$ cat config.mk
export PLATFORM = sky130hd
export DESIGN_NAME = ula_result_buffer_flat
export DESIGN_NICKNAME = d
export VERILOG_FILES = /design/src/rtl/ula_result_buffer_if.sv /design/src/rtl/ula_result_buffer.sv /design/src/flat_wrapper.sv
export SDC_FILE = /design/constraint.sdc
export NUM_CORES = 1
export LEC_CHECK = 0
export CORE_AREA = 2 2 79 81
export CTS_CLUSTER_SIZE = 14
export DETAILED_ROUTE_END_ITERATION = 6
export DIE_AREA = 0 0 81 83
export GPL_ROUTABILITY_DRIVEN = 0
export PLACE_DENSITY = 0.78
export SETUP_SLACK_MARGIN = 0.1
export SLEW_MARGIN = 20
export SYNTH_ARGS = -nofsm -noshare
export SYNTH_HDL_FRONTEND = slang
export SYNTH_SLANG_ARGS = --single-unit
$ cat constraint.sdc
create_clock -name clk -period 2.45 [get_ports clk]
set_input_delay 0.49 -clock clk [delete_from_list [all_inputs] [get_ports clk]]
set_output_delay 0.49 -clock clk [all_outputs]
set_load 0.005 [all_outputs]
$ cat src/rtl/ula_result_buffer_if.sv
// Handshake bundle between the ULA datapath, the result buffer and its consumer.
// The buffer connects through the slave modport; the producer/consumer side uses master.
interface ula_result_buffer_if #(
    parameter int unsigned DEPTH = 2
);
    localparam int unsigned CntW = $clog2(DEPTH) + 1;

    // Upstream (ULA) side
    logic            in_valid;
    logic            in_ready;
    logic [15:0]     in_result;
    logic            in_sign_flag;
    logic            in_zero_flag;
    logic [2:0]      in_opcode;
    logic [7:0]      in_b;

    // Downstream (consumer) side
    logic            out_valid;
    logic            out_ready;
    logic [15:0]     out_result;
    logic            out_sign_flag;
    logic            out_zero_flag;
    logic            out_div_error;

    // Status
    logic [CntW-1:0] count;
    logic [15:0]     delivered;

    modport master (
        output in_valid,
        output in_result,
        output in_sign_flag,
        output in_zero_flag,
        output in_opcode,
        output in_b,
        output out_ready,
        input  in_ready,
        input  out_valid,
        input  out_result,
        input  out_sign_flag,
        input  out_zero_flag,
        input  out_div_error,
        input  count,
        input  delivered
    );

    modport slave (
        input  in_valid,
        input  in_result,
        input  in_sign_flag,
        input  in_zero_flag,
        input  in_opcode,
        input  in_b,
        input  out_ready,
        output in_ready,
        output out_valid,
        output out_result,
        output out_sign_flag,
        output out_zero_flag,
        output out_div_error,
        output count,
        output delivered
    );
endinterface

$ cat src/rtl/ula_result_buffer.sv
// Small FIFO that registers ULA results and flags, replaces divide-by-zero results with an
// error record and keeps a saturating count of results handed to the consumer.
module ula_result_buffer #(
    parameter int unsigned DEPTH      = 2,
    parameter logic [2:0]  DIV_OPCODE = 3'b011
) (
    input logic                clk,
    input logic                reset,
    ula_result_buffer_if.slave bus
);
    localparam int unsigned PtrW = $clog2(DEPTH);
    localparam int unsigned CntW = PtrW + 1;
    localparam logic [CntW-1:0] DepthCnt = CntW'(DEPTH);
    localparam logic [15:0] DeliveredMax = 16'hFFFF;

    // Slot storage
    logic [15:0]      result_q [DEPTH];
    logic [DEPTH-1:0] sign_q;
    logic [DEPTH-1:0] zero_q;
    logic [DEPTH-1:0] err_q;

    logic [PtrW-1:0]  wr_ptr_q, wr_ptr_d;
    logic [PtrW-1:0]  rd_ptr_q, rd_ptr_d;
    logic [CntW-1:0]  count_q, count_d;
    logic [15:0]      delivered_q, delivered_d;

    logic             in_ready;
    logic             out_valid;
    logic             push;
    logic             pop;
    logic             div_by_zero;

    logic [15:0]      wr_result;
    logic             wr_sign;
    logic             wr_zero;
    logic             wr_err;

    // Ready comes from registered occupancy only, so out_ready never reaches in_ready.
    assign in_ready  = (count_q < DepthCnt);
    assign out_valid = (count_q != '0);
    assign push      = bus.in_valid && in_ready;
    assign pop       = out_valid && bus.out_ready;

    assign div_by_zero = (bus.in_opcode == DIV_OPCODE) && (bus.in_b == 8'h00);

    always_comb begin
        wr_result = bus.in_result;
        wr_sign   = bus.in_sign_flag;
        wr_zero   = bus.in_zero_flag;
        wr_err    = 1'b0;
        if (div_by_zero) begin
            wr_result = 16'h0000;
            wr_sign   = 1'b0;
            wr_zero   = 1'b1;
            wr_err    = 1'b1;
        end
    end

    // DEPTH is a power of two, so pointer wrap is the natural PtrW-bit overflow.
    always_comb begin
        wr_ptr_d    = wr_ptr_q;
        rd_ptr_d    = rd_ptr_q;
        count_d     = count_q;
        delivered_d = delivered_q;

        if (push) begin
            wr_ptr_d = wr_ptr_q + 1'b1;
        end
        if (pop) begin
            rd_ptr_d = rd_ptr_q + 1'b1;
            if (delivered_q != DeliveredMax) begin
                delivered_d = delivered_q + 16'd1;
            end
        end

        case ({push, pop})
            2'b10:   count_d = count_q + 1'b1;
            2'b01:   count_d = count_q - 1'b1;
            default: count_d = count_q;
        endcase
    end

    always_ff @(posedge clk or posedge reset) begin
        if (reset) begin
            wr_ptr_q    <= '0;
            rd_ptr_q    <= '0;
            count_q     <= '0;
            delivered_q <= '0;
        end else begin
            wr_ptr_q    <= wr_ptr_d;
            rd_ptr_q    <= rd_ptr_d;
            count_q     <= count_d;
            delivered_q <= delivered_d;
        end
    end

    always_ff @(posedge clk or posedge reset) begin
        if (reset) begin
            for (int i = 0; i < DEPTH; i++) begin
                result_q[i] <= 16'h0000;
            end
            sign_q <= '0;
            zero_q <= '0;
            err_q  <= '0;
        end else if (push) begin
            result_q[wr_ptr_q] <= wr_result;
            sign_q[wr_ptr_q]   <= wr_sign;
            zero_q[wr_ptr_q]   <= wr_zero;
            err_q[wr_ptr_q]    <= wr_err;
        end
    end

    // Head is masked while empty so retired slots never leak onto the outputs.
    always_comb begin
        bus.out_result    = 16'h0000;
        bus.out_sign_flag = 1'b0;
        bus.out_zero_flag = 1'b0;
        bus.out_div_error = 1'b0;
        if (out_valid) begin
            bus.out_result    = result_q[rd_ptr_q];
            bus.out_sign_flag = sign_q[rd_ptr_q];
            bus.out_zero_flag = zero_q[rd_ptr_q];
            bus.out_div_error = err_q[rd_ptr_q];
        end
    end

    assign bus.in_ready  = in_ready;
    assign bus.out_valid = out_valid;
    assign bus.count     = count_q;
    assign bus.delivered = delivered_q;
endmodule

$ cat src/flat_wrapper.sv
// flat-port wrapper written by rule: the top's interface ports become plain ports
module ula_result_buffer_flat 
#(
    parameter int unsigned DEPTH      = 2,
    parameter logic [2:0]  DIV_OPCODE = 3'b011
)
  (clk, reset, bus_in_valid, bus_in_result, bus_in_sign_flag, bus_in_zero_flag, bus_in_opcode, bus_in_b, bus_out_ready, bus_in_ready, bus_out_valid, bus_out_result, bus_out_sign_flag, bus_out_zero_flag, bus_out_div_error, bus_count, bus_delivered);
  ula_result_buffer_if #(.DEPTH(DEPTH)) bus_i ();
  input logic clk;
  input logic reset;
  input wire logic [$bits(bus_i.in_valid)-1:0] bus_in_valid;
  input wire logic [$bits(bus_i.in_result)-1:0] bus_in_result;
  input wire logic [$bits(bus_i.in_sign_flag)-1:0] bus_in_sign_flag;
  input wire logic [$bits(bus_i.in_zero_flag)-1:0] bus_in_zero_flag;
  input wire logic [$bits(bus_i.in_opcode)-1:0] bus_in_opcode;
  input wire logic [$bits(bus_i.in_b)-1:0] bus_in_b;
  input wire logic [$bits(bus_i.out_ready)-1:0] bus_out_ready;
  output wire logic [$bits(bus_i.in_ready)-1:0] bus_in_ready;
  output wire logic [$bits(bus_i.out_valid)-1:0] bus_out_valid;
  output wire logic [$bits(bus_i.out_result)-1:0] bus_out_result;
  output wire logic [$bits(bus_i.out_sign_flag)-1:0] bus_out_sign_flag;
  output wire logic [$bits(bus_i.out_zero_flag)-1:0] bus_out_zero_flag;
  output wire logic [$bits(bus_i.out_div_error)-1:0] bus_out_div_error;
  output wire logic [$bits(bus_i.count)-1:0] bus_count;
  output wire logic [$bits(bus_i.delivered)-1:0] bus_delivered;
  assign bus_i.in_valid = bus_in_valid;
  assign bus_i.in_result = bus_in_result;
  assign bus_i.in_sign_flag = bus_in_sign_flag;
  assign bus_i.in_zero_flag = bus_in_zero_flag;
  assign bus_i.in_opcode = bus_in_opcode;
  assign bus_i.in_b = bus_in_b;
  assign bus_i.out_ready = bus_out_ready;
  assign bus_in_ready = bus_i.in_ready;
  assign bus_out_valid = bus_i.out_valid;
  assign bus_out_result = bus_i.out_result;
  assign bus_out_sign_flag = bus_i.out_sign_flag;
  assign bus_out_zero_flag = bus_i.out_zero_flag;
  assign bus_out_div_error = bus_i.out_div_error;
  assign bus_count = bus_i.count;
  assign bus_delivered = bus_i.delivered;
  ula_result_buffer #(.DEPTH(DEPTH), .DIV_OPCODE(DIV_OPCODE)) u_core (.clk(clk), .reset(reset), .bus(bus_i));
endmodule
==> metrics.log, run 1 <==
INFO  metric totalNegativeSetupSlack = 0 ns
INFO  metric setup.worst_path.end_class = output port
INFO  metric number_of_fill_cells_in_the_layout = 506
INFO  metric tritoncts = yes
INFO  metric finalNetCount = 383
INFO  metric min-delay-path-class = flop to flop
INFO  metric crit_required = 1.96 ns
INFO  metric all_layer_gr_usage = 0.199
INFO  metric num_antenna_cells = 0
INFO  metric max-cap-violations = 0
INFO  metric final_wirelength = 5940 µm
INFO  metric vias_in_the_first_global_route = 2315
INFO  metric post_drt_via_cell_ratio = 5.23
INFO  metric fmax = 435 MHz
INFO  metric antenna_found_initial = 0
INFO  metric timing.final.crit_share = 0.938
INFO  metric fraction_of_registers_with_async_set_reset = 1.00
INFO  metric pre_antenna_drt_iters = 4
INFO  metric cts-hold-fix-buffers = 0
INFO  metric final-max-slew-violation-count = 0
INFO  metric p_leak = 1.75 nW
INFO  metric die_area = 6720 µm²
INFO  metric cts_htree_levels = 3
INFO  metric synthDistinctLibCells = 32
INFO  metric synth.area.top_cells = dfrtp_1 52%, nand2_1 8.4%, mux2i_1 6.8%, o21ai_0 6.8%, nor2_1 3.1%
INFO  metric rsz0062_at_grt = no
INFO  metric layout.cell_area.non_filler = 3760 µm²
INFO  metric grt_start_max_net_pins = 40
INFO  metric critPathSlowestCell = clkdlybuf4s50_1
INFO  metric critPathKind = flop to output port
INFO  metric timing.critical_path.slowest_cell_delay = 0.53 ns
INFO  metric outcome = finished, final reports clean
INFO  metric synth_compound_gate_area_share = 0.0937
INFO  metric initial_utilization = 0.478
INFO  metric clockBufferDepth = 2
INFO  metric synth_ff_type = dfrtp_1
INFO  metric finalClockSkew = 0.00333 ns
INFO  metric synth.yosys.warnings = 0
INFO  metric final_cells = 428
INFO  metric timing.final.crit_period = 2.30 ns
INFO  metric fraction_of_final_layout_cells_with_drive_strength_greater_than_1 = 0.110
INFO  metric synth-edff-count = 0
INFO  metric cts_setup_buffers = 0
INFO  metric syn-cell-area = 2780 µm²
INFO  metric number_of_drc_markers_after_the_initial_detailed_route_iteration = 95
INFO  metric chipWidth = 81 µm
INFO  metric synth.avg_cell_area = 10.1 µm²
INFO  metric clk_latency = 0.34 ns
INFO  metric core_region_area = 5820 µm²
INFO  metric post-place-cells = 412
INFO  metric num_io_pins = 72
INFO  metric die_boundary_height = 83 µm
INFO  metric timing.final.ws_setup = 0.151 ns
INFO  metric antenna_left = 0
INFO  metric port_buffers = 71
INFO  metric global_route_wire_length_before_repair = 10400 µm
INFO  metric synth.ff_latch_count = 58
INFO  metric root_buffer_cell = clkbuf_8
INFO  metric startpoint_type = flop
INFO  metric timing_worst_slew_pin_value = 0.636 ns
INFO  metric tritoncts.num_buffers = 9
INFO  metric synth.largest_area_cell = dfrtp_1
INFO  metric detailedPlacementHpwl = 4030 µm
INFO  metric vdd_ir_drop_max = 0.553 mV
INFO  metric post-place-ws = 0.300 ns
INFO  metric crit_arrival = 1.81 ns
INFO  metric synth.area.mux_share = 0.0725
INFO  metric clk_pin_slew_worst_paths = 0.06 ns
INFO  metric yosysSeqAreaShare = 0.523
INFO  metric dr_total_vias = 2239
INFO  metric synth-adder-area-share = 0.00901
INFO  metric routed_wire_length_per_instance = 13.9 µm
INFO  metric areaGrowthSynthToFinish = 35.3%
INFO  metric power_density = 1090 nW/µm²
INFO  metric maxSlewHeadroom = 0.576
INFO  metric whs = 0.477 ns
INFO  metric post_place_cell_area = 3570 µm²
INFO  metric remaining_design_rule_violation_count = 0
INFO  metric netlist_instances = 276
INFO  metric synthSimpleGateAreaFrac = 0.213
INFO  metric global_route.overflow_total = 0
INFO  metric setup_viol_count_final = 0
INFO  metric core.rowCount = 28
INFO  metric main_combinational_cell_family_by_area_after_synthesis = simple AND/OR/NAND/NOR gates
INFO  metric timing_hold_violations_final = 0
INFO  metric crit_path_cell_chain = nor2_2, buf_4, nor2_1, clkdlybuf4s50_1
INFO  metric cts.sink_count = 58
INFO  metric synth_xor_xnor_area_share = 0.0568
INFO  metric synth.net_count = 311
INFO  metric cp_max_fo = 20
INFO  metric synth_top_cell_area_share = 0.523
-- area by class of cell --
class	instances	area (µm²)	share of cell area
inverter	5	23.8	0.00633
timing repair buffer	75	766	0.204
tap	75	93.8	0.0250
multi-input combinational	199	1240	0.330
sequential	58	1450	0.387
clock buffer	14	173	0.0460
clock inverter	2	10.0	0.00266
-- power breakdown --
group	leakage, nW	switching [mW]	total, mW	internal, mW
Sequential	0.733	0.271	1.59	1.32
Combinational	0.917	0.747	1.71	0.963
Clock	0.0965	0.358	0.805	0.447
Total	1.75	1.38	4.11	2.73
-- final timing paths --
check	start	endpoint	slack (ns)	cells past startpoint
max in group asynchronous	reset	u_core.rd_ptr_q	1.41	3
min in group asynchronous	reset	u_core.bus.delivered[11]	0.49	2
hold reg to reg	u_core.result_q[5]	u_core.result_q[5]	0.48	2
setup / recovery	u_core.bus.count[0]	bus_out_div_error	0.15	4
hold / removal	u_core.result_q[5]	u_core.result_q[5]	0.48	2
setup reg to reg	u_core.bus.delivered[0]	u_core.bus.delivered[1]	0.72	4
-- routing by layer --
layer | GRT usage | part of all wire
met5 | 0 | 0
met4 | 0.0847 | 0.015
met3 | 0.0554 | 0.062
met2 | 0.323 | 0.49
met1 | 0.245 | 0.43
-- worst max-delay path, delay by kind of cell, from the launching register on --
family / cells / cell delay, ns
buf+inv: 2 / 0.74
flops: 1 / 0.51
simple gates: 2 / 0.22
-- what timing repair did --
item	in CTS	in global routing
setup endpoints to repair	0	10
endpoints found under the hold margin	0	0
resized for setup	0	1
-- stage by stage --
stage / power [mW] / util
floorplan: 2.47 / -
global placement: 3.27 / 0.614
detailed placement: 3.33 / 0.614
CTS: 4.15 / 0.646
global route: 4.42 / 0.646
finish: 4.11 / 0.646
-- synth_stat cells, types with 2 or more instances --
| library cell | number |
|---|---|
| and3_1 | 3 |
| and4_4 | 3 |
| buf_2 | 8 |
| clkbuf_1 | 5 |
| dfrtp_1 | 58 |
| ha_1 | 2 |
| inv_1 | 4 |
| mux2i_1 | 19 |
| nand2_1 | 62 |
| nand3_1 | 2 |
| nand4_1 | 7 |
| nand4_4 | 2 |
| nor2_1 | 23 |
| nor3_1 | 5 |
| nor4_2 | 3 |
| o21ai_0 | 38 |
| xnor2_1 | 9 |
| xor2_1 | 9 |
-- layout by cell type, fill, tap and decap left out, types with 2 or more instances in the layout --
master,count
nor3_1,5
inv_1,3
buf_4,2
nor2_1,22
nand2_1,62
clkbuf_1,2
clkbuf_8,12
clkinv_2,2
mux2i_1,19
and3_1,3
xor2_1,9
xnor2_1,9
ha_1,2
nand4_4,2
clkdlybuf4s50_1,71
nand3_1,2
nand4_1,7
o21ai_0,38
nor4_2,3
dfrtp_1,57
buf_12,2
and4_4,3
-- registers in the layout (all words and copies together) (netlist names) --
signal	count
u_core.wr_ptr_q	1
u_core.err_q	2
u_core.bus.count	2
u_core.bus.delivered	16
u_core.rd_ptr_q	1
u_core.zero_q	2
u_core.result_q	32
u_core.sign_q	2
-- logic make-up after synthesis --
logic type | after synthesis
buffers and inverters | 19
AND/OR/NAND/NOR | 116
XOR/XNOR | 18
multiplexers | 20
flip-flops | 58
AO/OA/AOI/OAI | 43
adder cells (fa/ha/maj) | 2
(Power assumes the default switching activity.)
==> inputs of run 2 (changes only) <==
CAP_MARGIN = 20   (was not set)
CORE_AREA = 2 2 100 102   (was 2 2 79 81)
DIE_AREA = 0 0 102 104   (was 0 0 81 83)
PLACE_DENSITY = not set   (was 0.78)
==> run 2 against run 1 <==
  * Die area increased by 58%
  * Clock-buffer cell count unchanged
  * Global-route usage decreased by 6.7 points
  * Combinational power about the same
  * First-iteration DRC count decreased by 34%
  * Sequential cell count unchanged
  * Clock power increased by 9.2%
  * Critical path depth unchanged
  * Wire length increased by 9.5%
  * Sequential share of layout area decreased by 0.87 points
  * Critical path type unchanged
  * Highest routed layer unchanged
==> metrics.log, run 2 (same netlist as run 1, synthesis figures left out) <==
INFO  metric power_density = 1090 nW/µm² (-0.25%)
INFO  metric cts-hold-fix-buffers = 0 (unchanged)
INFO  metric final-max-slew-violation-count = 0 (unchanged)
INFO  metric timing_hold_violations_final = 0 (unchanged)
INFO  metric maxSlewHeadroom = 0.577 (+0.000681)
INFO  metric number_of_drc_markers_after_the_initial_detailed_route_iteration = 63 (-34%)
INFO  metric timing.final.crit_share = 0.905 (-0.0331)
INFO  metric num_io_pins = 72 (unchanged)
INFO  metric die_area = 10600 µm² (+58%)
INFO  metric rsz0062_at_grt = no
INFO  metric global_route.overflow_total = 0 (unchanged)
INFO  metric timing.critical_path.slowest_cell_delay = 0.46 ns (-0.07 ns)
INFO  metric cts_htree_levels = 3 (unchanged)
INFO  metric chipWidth = 102 µm (+26%)
INFO  metric layout.cell_area.non_filler = 3850 µm² (+2.4%)
INFO  metric critPathKind = flop to output port
INFO  metric setup_viol_count_final = 0 (unchanged)
INFO  metric clockBufferDepth = 2 (unchanged)
INFO  metric regToRegStartpoint = u_core.bus.delivered[0]
INFO  metric final_wirelength = 6510 µm (+9.5%)
INFO  metric totalNegativeSetupSlack = 0 ns (unchanged)
INFO  metric vdd_ir_drop_max = 0.459 mV (-17%)
INFO  metric most_frequent_cells_in_the_layout = 71 x clkdlybuf4s50_1, 62 x nand2_1, 56 x dfrtp_1
INFO  metric root_buffer_cell = clkbuf_8
INFO  metric clk_latency = 0.32 ns (-0.02 ns)
INFO  metric port_buffers = 71 (unchanged)
INFO  metric startpoint = u_core.bus.count[1]
INFO  metric die_boundary_height = 104 µm (+25%)
INFO  metric detailedPlacementHpwl = 4530 µm (+12%)
INFO  metric areaGrowthSynthToFinish = 38.5%
INFO  metric cts_setup_buffers = 0 (unchanged)
INFO  metric crit_required = 1.96 ns (about the same)
INFO  metric crit_arrival = 1.73 ns (-0.08 ns)
INFO  metric final_common_cell = clkdlybuf4s50_1
INFO  metric antenna_found_initial = 0 (unchanged)
INFO  metric finalNetCount = 386 (+0.78%)
INFO  metric remaining_design_rule_violation_count = 0 (unchanged)
INFO  metric p_leak = 1.76 nW (+0.56%)
INFO  metric cts_resized = 0 (unchanged)
INFO  metric reg2reg_depth = 4 (unchanged)
INFO  metric clk_pin_slew_worst_paths = 0.07 ns (about the same)
INFO  metric dr_total_vias = 2186 (-2.4%)
INFO  metric tritoncts = yes
INFO  metric fraction_of_final_layout_cells_with_drive_strength_greater_than_1 = 0.118 (+0.00750)
INFO  metric setup.worst_path.end_class = output port
INFO  metric startpoint_type = flop
INFO  metric tritoncts.num_buffers = 9 (unchanged)
INFO  metric vias_in_the_first_global_route = 2298 (-0.73%)
INFO  metric largest_reg_flops = 32 (unchanged)
INFO  metric num_antenna_cells = 0 (unchanged)
INFO  metric global_route_wire_length_before_repair = 11100 µm (+6.6%)
INFO  metric max_flop_register = u_core.result_q
INFO  metric grt_start_max_net_pins = 40 (unchanged)
INFO  metric routed_wire_length_per_instance = 13.3 µm (-4.2%)
INFO  metric fmax = 451 MHz (+3.7%)
INFO  metric core_region_area = 9550 µm² (+64%)
INFO  metric timing_worst_slew_pin_value = 0.635 ns (-0.00102 ns)
INFO  metric min-delay-path-class = input pin to asynchronous set/reset pin
INFO  metric post_place_cell_area = 3640 µm² (+2.0%)
INFO  metric cp_max_fo = 20 (unchanged)
INFO  metric all_layer_gr_usage = 0.132 (-0.0671)
INFO  metric finalClockSkew = 0.00917 ns (+0.00584 ns)
INFO  metric max-cap-violations = 0 (unchanged)
INFO  metric post_drt_via_cell_ratio = 4.47 (-15%)
INFO  metric timing.final.crit_period = 2.22 ns (-0.0812 ns)
INFO  metric pre_antenna_drt_iters = 4 (unchanged)
INFO  metric core.rowCount = 36 (+29%)
INFO  metric antenna_left = 0 (unchanged)
INFO  metric outcome = finished, final reports clean
INFO  metric crit_path_cell_chain = nor2_2, buf_4, nor2_1, clkdlybuf4s50_1
INFO  metric critPathSlowestCell = dfrtp_2
INFO  metric cts.sink_count = 58 (unchanged)
INFO  metric initial_utilization = 0.291 (-0.187)
==> run 2: layout make-up <==
| type | instances | area (µm²) |
|---|---|---|
| multi-input cells | 199 | 1240 |
| clock buffers | 14 | 163 |
| well taps | 133 | 166 |
| flip-flops and latches | 58 | 1450 |
| clock inverters | 2 | 35.0 |
| inverters | 5 | 23.8 |
| fillers | 954 | 5700 |
| repair buffers | 78 | 767 |
==> run 2: through the flow <==
| stage | cells | hold slack (ns) | total power, mW | utilization | setup slack [ns] |
|---|---|---|---|---|---|
| final | 489 | 0.430 | 4.20 | 0.403 | 0.233 |
| after global placement | 473 | 0.461 | 3.30 | 0.382 | 0.312 |
| after CTS | 489 | 0.413 | 4.24 | 0.402 | 0.147 |
| after detailed placement | 473 | 0.470 | 3.35 | 0.382 | 0.253 |
| after floorplan | 276 | 0.449 | 2.47 | - | 0.532 |
| after global routing | 489 | 0.436 | 4.52 | 0.403 | 0.119 |
==> run 2: critical path, delay by kind of cell (launching register included) <==
kind                   cells  cell delay, ns
buffers and inverters      2            0.73
flip-flops                 1            0.46
AND/OR/NAND/NOR            2            0.21
==> run 2: worst paths after layout <==
path	end	slack, ns
min in group clk	u_core.err_q[1]	0.48
max in group asynchronous	u_core.result_q[13]	1.49
hold / removal	u_core.result_q[5]	0.43
hold reg to reg	u_core.err_q[1]	0.48
setup / recovery	bus_out_result[15]	0.23
setup reg to reg	u_core.bus.delivered[1]	0.70
==> run 2: power by group <==
part / leakage (nW) / internal, mW / switching, mW
clock network: 0.101 / 0.526 / 0.353
logic: 0.923 / 0.960 / 0.772
registers: 0.732 / 1.32 / 0.264
==> run 2: metal layers <==
layer | up-vias | global-route usage | wire, µm
met2 | 67 | 0.210 | 3060
met3 | 6 | 0.0437 | 413
li1 | 1090 | - | -
met5 | - | 0 | 0
met1 | 1023 | 0.170 | 3000
met4 | 0 | 0.0362 | 40
==> inputs of run 3 (changes only) <==
ABC_AREA = 1   (was not set)
CORE_AREA = 2 2 104 106   (was 2 2 100 102)
DIE_AREA = 0 0 106 108   (was 0 0 102 104)
GPL_TIMING_DRIVEN = 0   (was not set)
==> run 3 against run 2 <==
  * Fmax is 2.7% lower
  * Worst setup slack worse by 0.063 ns
  * Wire length is 30% higher
  * Largest cell class unchanged
  * Cell area is 9.8% higher
  * Final cell count is 25% higher
  * Critical endpoint is now bus_out_result[2]
  * Sequential share of layout area is 3.4 points lower
  * Synthesized cell count is 39% higher
  * Area after synthesis is 9.5% higher
==> metrics.log, run 3 <==
INFO  metric most_frequent_cells_in_the_layout = 113 x nand2_1, 60 x clkdlybuf4s50_1, 57 x dfrtp_1
INFO  metric timing.critical_path.slowest_cell_delay = 0.56 ns (+0.10 ns)
INFO  metric netlist_instances = 385 (+39%)
INFO  metric timing_worst_slew_pin_value = 0.495 ns (-0.140 ns)
INFO  metric finish.utilization = 0.413 (+0.0101)
INFO  metric vdd_ir_drop_max = 0.429 mV (-6.7%)
INFO  metric synth_compound_gate_area_share = 0.107 (+0.0137)
INFO  metric synth.area.top_cells = dfrtp_1 48%, nand2_1 14%, nand3_1 6.9%, o21ai_0 6.1%, inv_1 4.6%
INFO  metric port_buffers = 71 (unchanged)
INFO  metric cts-hold-fix-buffers = 0 (unchanged)
INFO  metric yosys.cell_count.top_type = nand2_1
INFO  metric power_density = 1110 nW/µm² (+1.7%)
INFO  metric setup.worst_path.end_class = output port
INFO  metric crit_arrival = 1.79 ns (+0.06 ns)
INFO  metric core_region_area = 10200 µm² (+7.1%)
INFO  metric synthDistinctLibCells = 26 (-19%)
INFO  metric finalClockSkew = 0.0121 ns (+0.00291 ns)
INFO  metric all_layer_gr_usage = 0.156 (+0.0239)
INFO  metric finalNetCount = 506 (+31%)
INFO  metric cts_htree_levels = 3 (unchanged)
INFO  metric synth.net_count = 420 (+35%)
INFO  metric die_boundary_height = 108 µm (+3.8%)
INFO  metric crit_path_cell_chain = clkbuf_4, a21oi_1, clkdlybuf4s50_1
INFO  metric min-delay-path-class = input pin to asynchronous set/reset pin
INFO  metric fmax = 439 MHz (-2.7%)
INFO  metric synth.avg_cell_area = 7.90 µm² (-22%)
INFO  metric critPathKind = flop to output port
INFO  metric post-place-ws = 0.212 ns (-0.0415 ns)
INFO  metric crit_required = 1.96 ns (about the same)
INFO  metric num_antenna_cells = 0 (unchanged)
INFO  metric initial_utilization = 0.297 (+0.00629)
INFO  metric dr_total_vias = 2927 (+34%)
INFO  metric maxSlewHeadroom = 0.670 (+0.0934)
INFO  metric synth.area.mux_share = 0 (-0.0725)
INFO  metric detailedPlacementHpwl = 6040 µm (+33%)
INFO  metric timing.final.crit_period = 2.28 ns (+0.0626 ns)
INFO  metric cts.sink_count = 58 (unchanged)
INFO  metric chipWidth = 106 µm (+3.9%)
INFO  metric startpoint_type = flop
INFO  metric timing.critical_path.buf_inv = 2 (unchanged)
INFO  metric pre_antenna_drt_iters = 4 (unchanged)
INFO  metric tritoncts = yes
INFO  metric synth.yosys.warnings = 0 (unchanged)
INFO  metric areaGrowthSynthToFinish = 39.0%
INFO  metric timing_hold_violations_final = 0 (unchanged)
INFO  metric fraction_of_final_layout_cells_with_drive_strength_greater_than_1 = 0.132 (+0.0144)
INFO  metric post-place-cells = 593 (+25%)
INFO  metric number_of_drc_markers_after_the_initial_detailed_route_iteration = 91 (+44%)
INFO  metric tritoncts.num_buffers = 9 (unchanged)
INFO  metric critPathSlowestCell = clkdlybuf4s50_1
INFO  metric max-cap-violations = 0 (unchanged)
INFO  metric final_cells = 612 (+25%)
INFO  metric clockBufferDepth = 2 (unchanged)
INFO  metric global_route.overflow_total = 0 (unchanged)
INFO  metric synth-edff-count = 0 (unchanged)
INFO  metric fin_total_pwr = 4.69 mW (+12%)
INFO  metric synth_ff_type = dfrtp_1
INFO  metric num_io_pins = 72 (unchanged)
INFO  metric final-max-slew-violation-count = 0 (unchanged)
INFO  metric layout.cell_area.non_filler = 4230 µm² (+9.8%)
INFO  metric whs = 0.478 ns (+0.0486 ns)
INFO  metric synth_xor_xnor_area_share = 0.0144 (-0.0424)
INFO  metric worst_path_dominant_cell_family = buffers and inverters
INFO  metric final_common_cell = nand2_1
INFO  metric root_buffer_cell = clkbuf_8
INFO  metric grt_start_max_net_pins = 34 (-15%)
INFO  metric syn-cell-area = 3040 µm² (+9.5%)
INFO  metric post_drt_via_cell_ratio = 4.78 (+7.0%)
INFO  metric main_combinational_cell_family_by_area_after_synthesis = simple AND/OR/NAND/NOR gates
INFO  metric synth_top_cell_area_share = 0.477 (-0.0452)
INFO  metric final_wirelength = 8430 µm (+30%)
INFO  metric setup_viol_count_final = 0 (unchanged)
INFO  metric yosysSeqAreaShare = 0.477 (-0.0452)
INFO  metric synth.ff_latch_count = 58 (unchanged)
INFO  metric remaining_design_rule_violation_count = 0 (unchanged)
INFO  metric p_leak = 2.02 nW (+15%)
INFO  metric clk_latency = 0.34 ns (+0.02 ns)
INFO  metric vias_in_the_first_global_route = 2770 (+21%)
INFO  metric timing.final.ws_setup = 0.170 ns (-0.0626 ns)
INFO  metric antenna_left = 0 (unchanged)
INFO  metric rsz0062_at_grt = yes
INFO  metric clk_pin_slew_worst_paths = 0.07 ns (about the same)
INFO  metric core.rowCount = 37 (+2.8%)
INFO  metric cp_max_fo = 10 (-50%)
INFO  metric fraction_of_registers_with_async_set_reset = 1.00 (unchanged)
INFO  metric synth.largest_area_cell = dfrtp_1
INFO  metric synthSimpleGateAreaFrac = 0.321 (+0.108)
INFO  metric synth-adder-area-share = 0.00823 (-0.000779)
INFO  metric outcome = finished, final reports clean
INFO  metric routed_wire_length_per_instance = 13.8 µm (+3.5%)
INFO  metric largest_reg_flops = 32 (unchanged)
INFO  metric antenna_found_initial = 0 (unchanged)
INFO  metric post_synth_most_frequent_cells = 113 x nand2_1, 58 x dfrtp_1, 42 x nand3_1
INFO  metric max_flop_register = u_core.result_q
INFO  metric timing.final.crit_share = 0.931 (+0.0255)
INFO  metric totalNegativeSetupSlack = 0 ns (unchanged)
INFO  metric post_place_cell_area = 3940 µm² (+8.2%)
INFO  metric die_area = 11400 µm² (+7.9%)
INFO  metric global_route_wire_length_before_repair = 14000 µm (+26%)
## run 3: cell count changes in the layout (fill, tap and decap cells not counted), moves of 6 or more
| cell | previous run | this run |
|---|---|---|
| nand2_1 | 62 | 113 |
| xor2_1 | 9 | 2 |
| clkdlybuf4s50_1 | 71 | 60 |
| nor2_1 | 22 | 16 |
| inv_1 | 3 | 35 |
| xnor2_1 | 9 | 3 |
| nor2_4 | 0 | 6 |
| a21oi_1 | 1 | 20 |
| mux2i_1 | 19 | 0 |
| nand3_1 | 2 | 42 |
| dlymetal6s2s_1 | 0 | 7 |
## run 3: per-layer routing
layer	share of wire	vias up	GRT usage	routed length, µm
li1	-	1422	-	-
met1	0.46	1371	0.207	3870
met2	0.45	122	0.240	3810
met3	0.074	12	0.0542	627
met4	0.014	0	0.0461	117
met5	0	-	0	0
## run 3: path summary, 6_finish.rpt
kind / from / to / slack [ns] / cells after the start
min in group clk: u_core.sign_q[1] / u_core.sign_q[1] / 0.48 / 2
max in group asynchronous: reset / u_core.zero_q[0] / 1.48 / 3
worst min-delay path: reset / u_core.bus.delivered[7] / 0.48 / 2
worst max-delay path: u_core.rd_ptr_q / bus_out_result[2] / 0.17 / 3
worst max register to register: u_core.bus.count[1] / u_core.bus.count[1] / 0.59 / 9
worst min register to register: u_core.sign_q[1] / u_core.sign_q[1] / 0.48 / 2
## run 3: report_power, final
group	internal (mW)	switching (mW)
Sequential	1.34	0.247
Clock	0.581	0.431
Combinational	1.04	1.05
## run 3: cell families after synthesis
logic type               count (synthesis)
buffers and inverters                   54
flip-flops                              58
XOR/XNOR                                 5
AO/OA/AOI/OAI                           63
AND/OR/NAND/NOR                        203
adder cells (fa/ha/maj)                  2
## run 3: cell type report
type,count,area [µm²]
plain buffers,14,86.3
clock buffers,9,124
clock inverters,7,103
fillers,1032,6010
inverters,40,153
multi-input cells,273,1370
flip-flops and latches,58,1450
well taps,136,170
repair buffers,75,766
## run 3: worst reg2reg max path: stages (launching register included)
cell     delay, ns
dfrtp_1       0.39
inv_2         0.13
nand2_4       0.10
buf_4         0.18
nand2_4       0.14
inv_1         0.11
ha_1          0.33
a21oi_1       0.11
o21ai_0       0.11
xor2_1        0.15
## run 3: repair_timing
action	CTS	global route
setup endpoints to repair	18	14
buffers inserted	3	0
resized for setup	12	10
pin swaps	1	1
